$ cat config.mk
export PLATFORM = sky130hd
export DESIGN_NAME = svc_axil_sram_arb
export DESIGN_NICKNAME = d
export VERILOG_FILES = /design/src/rtl/svc_axil_sram_arb.sv
export SDC_FILE = /design/constraint.sdc
export NUM_CORES = 1
export LEC_CHECK = 0
export BUFFER_PORTS_ARGS = -buffer_cell sky130_fd_sc_hd__buf_2
export CAP_MARGIN = 0
export CORE_AREA = 3 3 92 94
export CTS_BUF_LIST = sky130_fd_sc_hd__clkbuf_16
export DETAILED_ROUTE_END_ITERATION = 7
export DIE_AREA = 0 0 95 97
export SYNTH_ARGS = -nofsm -noshare
export SYNTH_HDL_FRONTEND = slang
export SYNTH_SLANG_ARGS = --single-unit
$ cat constraint.sdc
create_clock -name clk -period 2.4 [get_ports clk]
set_clock_uncertainty 0.1 [all_clocks]
set_input_delay 0.48 -clock clk [delete_from_list [all_inputs] [get_ports clk]]
set_output_delay 0.48 -clock clk [all_outputs]
set_load 0.005 [all_outputs]
$ cat src/rtl/svc_axil_sram_arb.sv
// svc_axil_sram_arb: serialises NUM_M AXI-Lite requesters onto one AXI-Lite SRAM target port
// Ports: clk, rst (async, active-high); s_axil_* packed per-requester slave ports, requester i at
//   slice i; m_axil_* single master port to the SRAM. Define SVC_AXIL_SRAM_ARB_RR_EN for round-robin
//   arbitration, otherwise fixed priority (lowest index wins).
module svc_axil_sram_arb #(
  parameter int NUM_M = 2,
  parameter int AXIL_ADDR_WIDTH = 16,
  parameter int AXIL_DATA_WIDTH = 16
) (
  input  logic                                   clk,
  input  logic                                   rst,
  input  logic [NUM_M*AXIL_ADDR_WIDTH-1:0]       s_axil_awaddr,
  input  logic [NUM_M-1:0]                       s_axil_awvalid,
  output logic [NUM_M-1:0]                       s_axil_awready,
  input  logic [NUM_M*AXIL_DATA_WIDTH-1:0]       s_axil_wdata,
  input  logic [NUM_M*AXIL_DATA_WIDTH/8-1:0]     s_axil_wstrb,
  input  logic [NUM_M-1:0]                       s_axil_wvalid,
  output logic [NUM_M-1:0]                       s_axil_wready,
  output logic [NUM_M*2-1:0]                     s_axil_bresp,
  output logic [NUM_M-1:0]                       s_axil_bvalid,
  input  logic [NUM_M-1:0]                       s_axil_bready,
  input  logic [NUM_M*AXIL_ADDR_WIDTH-1:0]       s_axil_araddr,
  input  logic [NUM_M-1:0]                       s_axil_arvalid,
  output logic [NUM_M-1:0]                       s_axil_arready,
  output logic [NUM_M*AXIL_DATA_WIDTH-1:0]       s_axil_rdata,
  output logic [NUM_M*2-1:0]                     s_axil_rresp,
  output logic [NUM_M-1:0]                       s_axil_rvalid,
  input  logic [NUM_M-1:0]                       s_axil_rready,
  output logic [AXIL_ADDR_WIDTH-1:0]             m_axil_awaddr,
  output logic                                   m_axil_awvalid,
  input  logic                                   m_axil_awready,
  output logic [AXIL_DATA_WIDTH-1:0]             m_axil_wdata,
  output logic [AXIL_DATA_WIDTH/8-1:0]           m_axil_wstrb,
  output logic                                   m_axil_wvalid,
  input  logic                                   m_axil_wready,
  input  logic [1:0]                             m_axil_bresp,
  input  logic                                   m_axil_bvalid,
  output logic                                   m_axil_bready,
  output logic [AXIL_ADDR_WIDTH-1:0]             m_axil_araddr,
  output logic                                   m_axil_arvalid,
  input  logic                                   m_axil_arready,
  input  logic [AXIL_DATA_WIDTH-1:0]             m_axil_rdata,
  input  logic [1:0]                             m_axil_rresp,
  input  logic                                   m_axil_rvalid,
  output logic                                   m_axil_rready
);
  localparam int AW = AXIL_ADDR_WIDTH;
  localparam int DW = AXIL_DATA_WIDTH;
  localparam int SW = DW / 8;
  localparam int GW = $clog2(NUM_M);
  typedef enum logic [2:0] {IDLE, W_ADDR, R_ADDR, W_RESP, R_RESP} state_t;
  state_t state, state_next;
  logic [GW-1:0] grant, last_grant, pick;
  logic [NUM_M-1:0] wr_req, rd_req, req, sel;
  logic aw_done, w_done, in_w, in_r, in_b, in_rr;
  logic aw_hs, w_hs, ar_hs, b_hs, r_hs;
  assign wr_req = s_axil_awvalid & s_axil_wvalid;
  assign rd_req = s_axil_arvalid;
  assign req = wr_req | rd_req;
  assign sel = {{(NUM_M-1){1'b0}}, 1'b1} << grant;
  assign in_w = state == W_ADDR;
  assign in_r = state == R_ADDR;
  assign in_b = state == W_RESP;
  assign in_rr = state == R_RESP;
  // Lowest requesting index; in round-robin mode the lowest index above
  // last_grant overrides it, which wraps the search back to 0 when none is above.
  always_comb begin
    pick = '0;
    for (int k = NUM_M - 1; k >= 0; k--)
      if (req[k]) pick = GW'(k);
`ifdef SVC_AXIL_SRAM_ARB_RR_EN
    for (int k = NUM_M - 1; k >= 0; k--)
      if (req[k] && GW'(k) > last_grant) pick = GW'(k);
`endif
  end
`ifndef SVC_AXIL_SRAM_ARB_RR_EN
  logic unused_last_grant;
  assign unused_last_grant = ^last_grant;
`endif
  assign m_axil_awaddr = in_w ? s_axil_awaddr[int'(grant)*AW +: AW] : '0;
  assign m_axil_wdata = in_w ? s_axil_wdata[int'(grant)*DW +: DW] : '0;
  assign m_axil_wstrb = in_w ? s_axil_wstrb[int'(grant)*SW +: SW] : '0;
  assign m_axil_awvalid = in_w & ~aw_done & s_axil_awvalid[grant];
  assign m_axil_wvalid = in_w & ~w_done & s_axil_wvalid[grant];
  assign m_axil_araddr = in_r ? s_axil_araddr[int'(grant)*AW +: AW] : '0;
  assign m_axil_arvalid = in_r & s_axil_arvalid[grant];
  assign m_axil_bready = in_b & s_axil_bready[grant];
  assign m_axil_rready = in_rr & s_axil_rready[grant];
  assign aw_hs = m_axil_awvalid & m_axil_awready;
  assign w_hs = m_axil_wvalid & m_axil_wready;
  assign ar_hs = m_axil_arvalid & m_axil_arready;
  assign b_hs = m_axil_bvalid & m_axil_bready;
  assign r_hs = m_axil_rvalid & m_axil_rready;
  for (genvar i = 0; i < NUM_M; i++) begin : g_s
    assign s_axil_awready[i] = sel[i] & in_w & ~aw_done & m_axil_awready;
    assign s_axil_wready[i] = sel[i] & in_w & ~w_done & m_axil_wready;
    assign s_axil_arready[i] = sel[i] & in_r & m_axil_arready;
    assign s_axil_bvalid[i] = sel[i] & in_b & m_axil_bvalid;
    assign s_axil_bresp[2*i +: 2] = (sel[i] & in_b) ? m_axil_bresp : 2'b00;
    assign s_axil_rvalid[i] = sel[i] & in_rr & m_axil_rvalid;
    assign s_axil_rresp[2*i +: 2] = (sel[i] & in_rr) ? m_axil_rresp : 2'b00;
    assign s_axil_rdata[i*DW +: DW] = (sel[i] & in_rr) ? m_axil_rdata : '0;
  end
  always_comb begin
    state_next = state;
    case (state)
      IDLE:    if (|req) state_next = wr_req[pick] ? W_ADDR : R_ADDR;
      W_ADDR:  if ((aw_done | aw_hs) & (w_done | w_hs)) state_next = W_RESP;
      R_ADDR:  if (ar_hs) state_next = R_RESP;
      W_RESP:  if (b_hs) state_next = IDLE;
      R_RESP:  if (r_hs) state_next = IDLE;
      default: state_next = IDLE;
    endcase
  end
  always_ff @(posedge clk or posedge rst)
    if (rst) state <= IDLE;
    else state <= state_next;
  always_ff @(posedge clk or posedge rst) begin
    if (rst) begin
      grant <= '0;
      last_grant <= GW'(NUM_M - 1);
      aw_done <= 1'b0;
      w_done <= 1'b0;
    end else begin
      grant <= (state == IDLE) ? pick : grant;
      aw_done <= (state == IDLE) ? 1'b0 : aw_done | aw_hs;
      w_done <= (state == IDLE) ? 1'b0 : w_done | w_hs;
      last_grant <= (b_hs | r_hs) ? grant : last_grant;
    end
  end
endmodule

Yosys cells after proc, flatten, opt, wreduce, memory -nomap -nowiden
Index checks and enable logic that the tools add are counted.
{"block": "totals", "regBits": 6, "romBits": 0, "latch_bits": 0, "ram_bits": 0, "memories": 0, "output_inout_bits": 105}
{"block": "op_classes", "eq_ne": 9, "add_sub_neg": 0, "bitwise_logic": 41, "div_mod_pow": 0, "reduce_logical": 3, "magnitude_cmp": 2, "n_mul": 0, "shift": 5, "mux": 33}
{"op": "indexed part select 32 x 6 -> 16 bit", "count": 3}
{"op": "two-way mux 16 bit", "count": 5}
{"op": "bitwise AND 1 bit", "count": 35}
{"op": "two-way mux 1 bit", "count": 16}
{"op": "two-way mux 3 bit", "count": 5}
{"op": "case mux 3 bit (5 select lines)", "count": 1}
{"op": "two-way mux 2 bit", "count": 6}
{"op": "!= test 2 x 1 -> 1 bit (second input constant)", "count": 4}
{"op": "equality test 3 x 2 -> 1 bit (second input constant)", "count": 2}
{"op": "AND reduction 5 bit", "count": 1}
{"op": "< comparator 1 x 2 -> 1 bit (second input constant)", "count": 2}
{"op": "indexed part select 4 x 3 -> 2 bit", "count": 1}
{"op": "equality test 3 x 1 -> 1 bit (second input constant)", "count": 1}
{"op": "equality test 3 bit (second input constant)", "count": 1}
{"op": "zero test 3 bit", "count": 1}
{"op": "bitwise AND 2 bit", "count": 1}
{"op": "!= test 2 bit (second input constant)", "count": 1}
{"op": "inverter 1 bit", "count": 2}
{"op": "bitwise OR 1 bit", "count": 2}
{"op": "bitwise OR 2 bit", "count": 1}
{"op": "OR reduction 2 bit", "count": 1}
{"op": "left shift 1 x 1 -> 2 bit (first input constant)", "count": 1}

Logic depth before layout (Yosys ltp)
{"block": "logic_depth", "ltp_word": 9, "mapped_depth": 6, "ltp_nobuf": 4}

Least setup slack after synthesis
Ideal clock, no wire load.
{"block": "synth_timing", "kind": "register to output", "start": "register state[0]", "end": "output port s_axil_rdata[21]", "slack_ps": 463, "required_ps": 1820, "path_stages_with_launch": 7, "arrival_ps": 1357, "path_cell_list": "dfrtp_1 > clkbuf_1 > nor2_1 > and3_1 > clkbuf_1 > clkbuf_1 > and2_1"}
{"block": "synth_between", "elab_chain_len": 3}
{"item": "from (decl)", "line_no": "52", "rtl": "state_t state, state_next;"}
{"item": "from (signal assigned)", "line_no": "117", "rtl": "else state <= state_next;"}
{"item": "equality test 3 bit", "line_no": "64", "rtl": "assign in_rr = state == R_RESP;"}
{"item": "bitwise AND 1 bit", "line_no": "102", "rtl": "assign s_axil_rdata[i*DW +: DW] = (sel[i] & in_rr) ? m_axil_rdata : '0;"}
{"item": "two-way mux 16 bit", "line_no": "102"}
{"item": "to (decl)", "line_no": "25", "rtl": "output logic [NUM_M*AXIL_DATA_WIDTH-1:0] s_axil_rdata,"}
No other way between the ends.

Worst setup path in the final report
{"block": "layout_timing", "start": "register state[0]", "end": "output port s_axil_arready[0]"}
{"block": "layout_between", "elab_chain_len": 3}
{"item": "equality test 3 x 2 -> 1 bit", "line_no": "62", "rtl": "assign in_r = state == R_ADDR;"}
{"item": "bitwise AND 1 bit (2 in series)", "line_no": "97", "rtl": "assign s_axil_arready[i] = sel[i] & in_r & m_axil_arready;"}
{"item": "to (decl)", "line_no": "24", "rtl": "output logic [NUM_M-1:0] s_axil_arready,"}
No other way between the ends.

==> flow_metrics.env <==
export IMPL_critical_path_arrival_ps=1630
export IMPL_area_growth_pct=89.7
export IMPL_netlist_instances=225
export IMPL_maxSlewViolCount=0
export IMPL_yosys_area_top_type_share_pct=34.2
export IMPL_layout_commonest_cell="buf_2"
export IMPL_synth_top_cell_by_area="mux2i_1"
export IMPL_finalPower_mw=1.98
export IMPL_grtUsageTotal_pct=14.9
export IMPL_clock_latency_ps=230
export IMPL_grt_pass1_wl_mm=11.0
export IMPL_critPathTopFamily="simple AND/OR/NAND/NOR gates"
export IMPL_fin_crit_sh_pct=92.2
export IMPL_relSlewSlack_pct=60.6
export IMPL_die_w_um=95
export IMPL_path_cells="nor2_1 > nand2_1 > nor3b_1 > buf_2"
export IMPL_internal_power_mw=1.08
export IMPL_mostFrequentLayoutCells="buf_2 (241), nor2_1 (63), mux2i_1 (53), and2_1 (40), nand2_1 (8)"
export IMPL_p_leak_nw=1.80
export IMPL_start_kind="register"
export IMPL_r2r_slack_ps=430
export IMPL_yosys_top_cells_area="mux2i_1 (34%), and2_1 (16%), nor2_1 (15%), dfrtp_1 (9.7%), and3_1 (2.4%)"
export IMPL_via_per_inst=4.32
export IMPL_critical_path_slowest_cell="dfrtp_1"
export IMPL_cts_tree="yes"
export IMPL_antenna_found_initial=0
export IMPL_yosys_warnings=0
export IMPL_avgSynthCellArea_um2=6.88
export IMPL_crit_cells=4
export IMPL_r2r_end="state[1]"
export IMPL_cts_buffers_inserted=3
export IMPL_yosysUniqueCellTypes=25
export IMPL_powerDensity_nw_per_um2=673
export IMPL_wirelength_mm=7.53
export IMPL_synth_nets=362
export IMPL_setup_worst_path_end_class="output port"
export IMPL_fmax_mhz=452
export IMPL_clkPwrFrac_pct=14.0
export IMPL_pwr_share_comb_pct=74.5
export IMPL_seq_area_frac_synth_pct=9.69
export IMPL_worstMarginPinSlew_ps=590
export IMPL_max_cap_violations=0
export IMPL_crit_fanout=19
export IMPL_grt_pass1_vias=2294
export IMPL_grt_max_degree=46
export IMPL_clock_root_buffer="clkbuf_16"
export IMPL_post_route_drc_count=0
export IMPL_r2r_start="grant"
export IMPL_ir_drop_mv=0.367
export IMPL_first_iter_violations=34
export IMPL_vias=2421
export IMPL_status="finished, final reports clean"
export IMPL_io_buffers=241
export IMPL_p_sw_mw=0.899
export IMPL_drt_wirelength_per_cell_um=13.4
export IMPL_num_rows=32
export IMPL_cp_required_ps=1820
export IMPL_swShare_pct=45.4
export IMPL_hold_viol=0
export IMPL_r2r_cells=4
export IMPL_die_area_um2=9220
export IMPL_dr_pass1_iters=4
export IMPL_ys_ff_latch=6
export IMPL_dp_hpwl_mm=6.63
export IMPL_seq_power_share_pct=11.5
export IMPL_clkTransAtPathRegs_ps=40
export IMPL_place_congestion=0.821
export IMPL_setup_viol=0
export IMPL_initial_core_util_pct=20.0
export IMPL_tns_ps=0
export IMPL_cts_buffer_depth=2
export IMPL_post_cts_buffers=0
export IMPL_final_nets=596
export IMPL_grt_overflow=0
export IMPL_cts_resized_gates=0
export IMPL_path_class="reg2out"
export IMPL_drive_gt1_share_pct=55.7
export IMPL_dp_slack_ps=376
export IMPL_clkSinkCount=6
export IMPL_rsz0062_at_grt="false"
export IMPL_synth_area_um2=1550
export IMPL_design_area_um2=2940
export IMPL_num_antenna_cells=0
export IMPL_worst_path_buf_inv=1
export IMPL_core_area_um2=7730
export IMPL_h_tree_depth=1
export IMPL_hold_buffers=0
export IMPL_fin_ws_ps=186
export IMPL_die_h_um=97
export IMPL_period_needed_ps=2210
export IMPL_worstHoldPathType="in2async"
export IMPL_io_pins=242
export IMPL_post_dp_cell_area_um2=2860
export IMPL_critPathMaxStageDelay_ps=440
export IMPL_final_antenna_net_count=0
how the worst max path moves through the flow:
stage	start	end	slack [ps]
final	state[0]	s_axil_arready[0]	190
after floorplan	state[0]	s_axil_rdata[21]	460
after detailed placement	state[0]	s_axil_rdata[17]	380
after global routing	state[0]	s_axil_arready[0]	20
after global placement	state[1]	m_axil_awaddr[0]	410
after CTS	state[0]	s_axil_rdata[17]	150
layout make-up:
class | instances | area [µm²]
Timing Repair Buffer | 246 | 1260
Tap cell | 102 | 128
Multi-Input combinational cell | 200 | 1310
Sequential cell | 6 | 154
Clock buffer | 3 | 75.1
Inverter | 2 | 7.51
Clock inverter | 1 | 3.75
Fill cell | 852 | 4790
per-layer routing:
| layer | part of all wire, % | GRT usage [%] | vias to the layer above |
|---|---|---|---|
| met4 | 1.3 | 3.11 | 0 |
| met1 | 35 | 15.2 | 1041 |
| met2 | 52 | 29.8 | 153 |
| met5 | 0 | 0 | - |
| li1 | - | - | 1221 |
| met3 | 11 | 3.11 | 6 |
per-stage QoR:
stage,hold slack (ps),instances,utilization [%]
after floorplan,171,225,-
after global placement,311,556,37.0
after detailed placement,316,556,37.0
after CTS,70.6,560,38.0
after global routing,96.3,560,38.0
final,65.0,560,38.0
state kept, by name (all words and copies together) (netlist names):
signal,flops
state,3
aw_done,1
grant,1
w_done,1
worst register-to-register path, cell delays in order (launching register included):
cell     delay (ps)
dfrtp_4         560
mux2_4          350
a31oi_4         190
nor3_1           80
or4b_1          540
cells by family after synthesis:
logic type,share of synthesized area (%)
and+or+nand+nor,43.1
muxes,36.7
buffers and inverters,5.57
AOI/OAI and AO/OA,5.01
DFF,9.69
power groups by stage:
stage / Combinational (mW) / Clock, mW / Sequential (mW)
finish: 1.47 / 0.277 / 0.228
global route: 1.64 / 0.290 / 0.241
CTS: 1.50 / 0.285 / 0.228
detailed placement: 1.49 / 0 / 0.230
global placement: 1.48 / 0 / 0.227
floorplan: 0.950 / 0 / 0.173
synth_stat cells (all sizes together):
cell     n
a21oi    5
mux2i   53
o21a     1
or3      1
a211oi   1
dfrtp    6
or4b     1
nand2    8
and4     1
nor4b    2
and3     6
nor2b    4
nor3b    4
a31oi    2
clkbuf  10
mux2     3
and2    40
nor2    63
buf      7
inv      2
o21ai    2
nor3     3
Power figures use the tool's default switching activity.
